$ cat config.mk
export PLATFORM = sky130hd
export DESIGN_NAME = pipeline_sequencer
export DESIGN_NICKNAME = d
export VERILOG_FILES = /design/src/rtl/pipeline_sequencer.sv
export SDC_FILE = /design/constraint.sdc
export NUM_CORES = 1
export LEC_CHECK = 0
export ABC_CLOCK_PERIOD_IN_PS = 1600
export CORE_MARGIN = 5
export CORE_UTILIZATION = 30
export CTS_BUF_LIST = sky130_fd_sc_hd__clkbuf_16
export CTS_CLUSTER_SIZE = 25
export DETAILED_ROUTE_END_ITERATION = 8
export GPL_TIMING_DRIVEN = 0
export HOLD_SLACK_MARGIN = 0.02
export REMOVE_ABC_BUFFERS = 1
export SETUP_SLACK_MARGIN = 0.1
export SYNTH_ARGS = -nofsm -noshare
export SYNTH_HDL_FRONTEND = slang
export SYNTH_SLANG_ARGS = --single-unit
$ cat constraint.sdc
create_clock -name clk_i -period 1.6 [get_ports clk_i]
set_input_delay 0.16 -clock clk_i [delete_from_list [all_inputs] [get_ports clk_i]]
set_output_delay 0.16 -clock clk_i [all_outputs]
set_load 0.01 [all_outputs]
$ cat src/rtl/pipeline_sequencer.sv
// Stall/flush sequencer for the 5-stage pipeline: merges load-use, taken-branch and data-memory wait.
// Optional macro PIPE_PERF_CNT_EN adds saturating stall/flush/memory-wait performance counters.
module pipeline_sequencer #(
    parameter int MEM_TIMEOUT = 255,
    parameter int CNT_W       = 32
) (
    input  logic       clk_i,
    input  logic       rst_i,
    input  logic       start_i,
    input  logic       load_use_i,
    input  logic       branch_taken_i,
    input  logic       dmem_req_i,
    input  logic       dmem_ack_i,
    output logic       pc_write_o,
    output logic       ifid_write_o,
    output logic       ifid_flush_o,
    output logic       idex_bubble_o,
    output logic       pipe_hold_o,
    output logic       dmem_req_o,
    output logic       timeout_o,
    output logic [1:0] state_o
`ifdef PIPE_PERF_CNT_EN
    ,
    output logic [CNT_W-1:0] stall_cnt_o,
    output logic [CNT_W-1:0] flush_cnt_o,
    output logic [CNT_W-1:0] memwait_cnt_o
`endif
);

    localparam int CW = $clog2(MEM_TIMEOUT + 1);
    localparam logic [CW-1:0] WAIT_LAST = CW'(MEM_TIMEOUT - 1);

    typedef enum logic [1:0] {
        ST_IDLE     = 2'b00,
        ST_RUN      = 2'b01,
        ST_MEM_WAIT = 2'b10,
        ST_ERROR    = 2'b11
    } state_t;

    if (CNT_W < 1 || MEM_TIMEOUT < 1 || MEM_TIMEOUT > 65535) begin : g_param_check
        $error("pipeline_sequencer: parameter out of range");
    end

    state_t         state_q, state_d;
    logic [CW-1:0]  wait_cnt_q, wait_cnt_d;
    logic           timeout_q, timeout_d;
    logic           grant_s;

    // State, wait counter and sticky timeout registers.
    always_ff @(posedge clk_i or negedge rst_i) begin
        if (!rst_i) begin
            state_q    <= ST_IDLE;
            wait_cnt_q <= {CW{1'b0}};
            timeout_q  <= 1'b0;
        end else begin
            state_q    <= state_d;
            wait_cnt_q <= wait_cnt_d;
            timeout_q  <= timeout_d;
        end
    end

    // Next-state logic and Mealy outputs; grant_s means the pipeline may move this cycle.
    always_comb begin
        state_d       = state_q;
        wait_cnt_d    = wait_cnt_q;
        grant_s       = 1'b0;
        dmem_req_o    = 1'b0;
        pc_write_o    = 1'b0;
        ifid_write_o  = 1'b0;
        ifid_flush_o  = 1'b0;
        idex_bubble_o = 1'b0;
        pipe_hold_o   = 1'b1;

        case (state_q)
            ST_IDLE: begin
                if (start_i) begin
                    state_d = ST_RUN;
                end else begin
                    state_d = ST_IDLE;
                end
            end
            ST_RUN: begin
                if (dmem_req_i && !dmem_ack_i) begin
                    dmem_req_o = 1'b1;
                    state_d    = ST_MEM_WAIT;
                    wait_cnt_d = {CW{1'b0}};
                end else begin
                    grant_s    = 1'b1;
                    dmem_req_o = dmem_req_i;
                    if (start_i) begin
                        state_d = ST_RUN;
                    end else begin
                        state_d = ST_IDLE;
                    end
                end
            end
            ST_MEM_WAIT: begin
                dmem_req_o = 1'b1;
                if (dmem_ack_i) begin
                    grant_s = 1'b1;
                    state_d = ST_RUN;
                end else if (wait_cnt_q == WAIT_LAST) begin
                    wait_cnt_d = wait_cnt_q + {{(CW-1){1'b0}}, 1'b1};
                    state_d    = ST_ERROR;
                end else begin
                    wait_cnt_d = wait_cnt_q + {{(CW-1){1'b0}}, 1'b1};
                end
            end
            ST_ERROR: begin
                state_d = ST_ERROR;
            end
            default: begin
                state_d = ST_IDLE;
            end
        endcase

        // Load-use outranks a taken branch; the branch re-resolves after the stall.
        if (grant_s) begin
            pipe_hold_o = 1'b0;
            if (load_use_i) begin
                idex_bubble_o = 1'b1;
            end else if (branch_taken_i) begin
                pc_write_o   = 1'b1;
                ifid_write_o = 1'b1;
                ifid_flush_o = 1'b1;
            end else begin
                pc_write_o   = 1'b1;
                ifid_write_o = 1'b1;
            end
        end else begin
            pipe_hold_o = 1'b1;
        end

        timeout_d = timeout_q | (state_d == ST_ERROR);
    end

    assign timeout_o = timeout_q;
    assign state_o   = state_q;

`ifdef PIPE_PERF_CNT_EN
    logic [CNT_W-1:0] stall_cnt_q, flush_cnt_q, memwait_cnt_q;
    localparam logic [CNT_W-1:0] CNT_MAX = {CNT_W{1'b1}};
    localparam logic [CNT_W-1:0] CNT_ONE = {{(CNT_W-1){1'b0}}, 1'b1};

    // Saturating performance counters.
    always_ff @(posedge clk_i or negedge rst_i) begin
        if (!rst_i) begin
            stall_cnt_q   <= {CNT_W{1'b0}};
            flush_cnt_q   <= {CNT_W{1'b0}};
            memwait_cnt_q <= {CNT_W{1'b0}};
        end else begin
            if (state_q == ST_RUN && idex_bubble_o && stall_cnt_q != CNT_MAX) begin
                stall_cnt_q <= stall_cnt_q + CNT_ONE;
            end else begin
                stall_cnt_q <= stall_cnt_q;
            end
            if (ifid_flush_o && flush_cnt_q != CNT_MAX) begin
                flush_cnt_q <= flush_cnt_q + CNT_ONE;
            end else begin
                flush_cnt_q <= flush_cnt_q;
            end
            if (state_q == ST_MEM_WAIT && !dmem_ack_i && memwait_cnt_q != CNT_MAX) begin
                memwait_cnt_q <= memwait_cnt_q + CNT_ONE;
            end else begin
                memwait_cnt_q <= memwait_cnt_q;
            end
        end
    end

    assign stall_cnt_o   = stall_cnt_q;
    assign flush_cnt_o   = flush_cnt_q;
    assign memwait_cnt_o = memwait_cnt_q;
`endif

endmodule

==> run summary <==
Fin crit period = 1.66 ns
Max-cap violations = 0
Longest Clk Path Bufs = 2
Rows = 17
Root buf cell = clkbuf_16
Antenna violations before repair = 0
Tot GR Track Use = 11.4%
Synth cell types = 23
Status = finished, violations left
Ys async rst share = 100%
Cell count along the critical path = 7
Slew at the pin closest to its max-slew limit = 0.540 ns
Final Hold Viols = 0
Global route overflow = 0
PwrDens = 806 nW/um^2
Achievable Freq = 0.602 GHz
DP Wirelength = 1140 microns
Post-Synthesis Cells = 81
Net Sw Power = 0.000225 W
Post-DP Area = 888 sq um
Combinational Power Share = 23.1%
DIE AREA = 3460 sq um
Crit path launch = state_o[0]$_DFF_PN0_
Core Region = 2230 sq um
RSZ-0062 raised after global routing = yes
Post-synth EDFFs = 0
Startpoint Class = flop
Netlist Area Pre-Place = 714 sq um
Final Max Slew Viols = 0
Clk pwr share = 46.3%
Number of global-route vias before repair = 692
Final WS setup = -0.0602 ns
Vias = 684
Gpl congestion = 0.825
Initial Util = 32.0%
Vias per cell = 4.85
R2R Path Start = state_o[1]$_DFF_PN0_
Max_slew headroom = 64.0%
Num Clock Sinks = 11
Sequential Power Share = 30.6%
Iteration-0 DRC Markers = 8
CTS tree = done
Failing checks = negative setup slack
Critical path required time = 1.44 ns
Hold Crit Class = input port to async pin
Non-filler cells in the finished layout = 141
#FFs+latches synth = 11
# fillers = 180
WS Path Type = flop to primary output
Clk_lat worst skew = 0.24 ns
# IOs = 16
Syn_area_per_cell = 8.82 sq um
Min Hold Slack = 0.258 ns
CTS buffer count = 3
Number of placed cells counting well taps = 122
Routed Antenna Nets = 0
Clock-pin slew on the worst setup and hold paths = 0.04 ns
Largest net degree at the start of global routing = 13
R2R cell count = 7
CP bufs+invs = 3
Layout area overhead = 65.0%
Slowest CP cell = dfrtp_2
P_leak = 0.513 nW
Sw Ratio = 23.7%
Arrival time at the worst endpoint = 1.50 ns
Post-synthesis sequential area ratio = 38.5%
Crit end category = primary output
Worst VDD drop = 0.959 mV
Crit path max fanout = 5
Setup violators final = 8
Residual DRC = 0
Final worst-path cycle share = 104%
Multi-input gate area = 503 sq um
DIE WIDTH = 58.8 microns
Register Area = 278 sq um
Share of layout cells above drive strength 1 = 43.4%
Worst path top cell family by delay = flip-flops
Hold_buf cts = 0
Avg WL per Cell = 12.7 microns
Clock Skew = 0.00345 ns
Die height = 58.8 microns
Number of inserted diodes = 0
H-tree Lvls = 1
Worst setup endpoint = ifid_flush_o
Int Pwr = 0.000725 W
First-pass GRT wire length = 3030 microns
Yosys warning total = 0
CP peak stage delay = 0.39 ns
Ys flop type = dfrtp_1
Final #Nets = 127
Design area = 1180 sq um
IO Port Bufs = 15
R2R Setup Slk = -0.06 ns
Worst-path cell chain = buf_6, ha_4, inv_2, o21ai_2, nand2_2, nor3b_2, buf_2
Initial DRT Pass Iterations = 4
Post-Route WL = 1800 microns
R2R Path End = wait_cnt_q[6]$_DFFE_PN0P_
[repair_timing]
| item | CTS | global route |
|---|---|---|
| buffers inserted | 12 | 3 |
| resized for setup | 54 | 9 |
| setup endpoints to repair | 16 | 16 |
| pin swaps | 12 | 4 |
[synth_stat cells (all sizes together), types with 2 or more instances]
cell type	n	area share [%]
dfrtp	11	39
a21oi	3	2.1
o21ai	8	5.6
nor4b	2	4.2
ha	6	11
nand4	2	1.8
nor3	5	3.5
nor3b	2	2.1
inv	7	3.7
nand2	7	3.7
nor2	11	5.8
xnor2	5	6.1
nor2b	2	1.8
[layer usage]
metal | track usage (%) | wire, microns
met1 | 12.9 | 709
met2 | 19.2 | 992
met3 | 3.95 | 63
met4 | 5.18 | 31
met5 | 0 | 0
[area by class of cell]
class                      count  area share (%)
multi-input combinational     61            42.7
sequential                    11            23.6
timing repair buffer          30            21.9
clock buffer                   3            6.37
tap                           28            2.97
inverter                       7            2.23
clock inverter                 1           0.318
[sequential cells by signal, indices dropped and copies added, names as in the netlist]
name and count:
wait_cnt_q 8, timeout_o 1, state_o 2
[worst register-to-register path, cell delays in order, from the launching register on]
cell and delay [ns]:
dfrtp_2 0.42, buf_4 0.15, ha_4 0.18, buf_12 0.13, mux2i_4 0.31, nor4b_2 0.10, xnor2_1 0.18, nor2_1 0.06
[power by group through the flow]
stage                     clock network (W)  logic (W)  registers [W]
after floorplan                           0  0.0000636       0.000295
after global placement                    0   0.000131       0.000294
after detailed placement                  0   0.000132       0.000294
after CTS                          0.000449   0.000188       0.000291
after global routing               0.000469   0.000237       0.000291
final                              0.000440   0.000220       0.000291
[metrics by stage]
stage / total power [W] / TNS, ns / setup slack [ns] / utilization, %
CTS: 0.000928 / -0.0612 / -0.0394 / 50.3
detailed placement: 0.000427 / -4.76 / -0.707 / 39.8
finish: 0.000951 / -0.225 / -0.0602 / 52.8
floorplan: 0.000359 / -0.155 / -0.0779 / -
global route: 0.000997 / -1.50 / -0.188 / 52.8
global placement: 0.000426 / -4.44 / -0.708 / 39.8
[cell usage in the layout, fill, tap and decap left out, drive strengths merged, types with 2 or more instances in the layout]
cell type / count
inv: 8
dfrtp: 11
o21ai: 8
xnor2: 5
nor2b: 2
nor2: 11
buf: 22
nor3: 5
nand2: 7
clkbuf: 3
ha: 6
nand4: 2
clkdlybuf4s50: 6
nor4b: 2
nor3b: 2
a21oi: 3
[logic make-up (layout without fill, tap and decap cells)]
| logic type | count (synthesis) | after routing | synth area share, % |
|---|---|---|---|
| AOI/OAI and AO/OA | 14 | 14 | 11.2 |
| xor gates and xnor gates | 5 | 5 | 6.13 |
| adders and majority gates | 6 | 6 | 10.5 |
| buffers and inverters | 9 | 41 | 5.25 |
| DFF | 11 | 11 | 38.5 |
| muxes | 1 | 1 | 1.93 |
| and+or+nand+nor | 35 | 35 | 26.4 |
[worst min path at each step]
| stage | startpoint | to | slack [ns] | depth (start not counted) |
|---|---|---|---|---|
| after floorplan | rst_i | state_o[0]$_DFF_PN0_ | -0.14 | 0 |
| after global placement | timeout_o$_DFF_PN0_ | timeout_o$_DFF_PN0_ | 0.45 | 2 |
| after detailed placement | timeout_o$_DFF_PN0_ | timeout_o$_DFF_PN0_ | 0.46 | 2 |
| after CTS | rst_i | wait_cnt_q[3]$_DFFE_PN0P_ | 0.28 | 1 |
| after global routing | rst_i | wait_cnt_q[6]$_DFFE_PN0P_ | 0.29 | 1 |
| final | rst_i | wait_cnt_q[3]$_DFFE_PN0P_ | 0.26 | 1 |
Note: power is estimated with default switching activity, not from simulation.
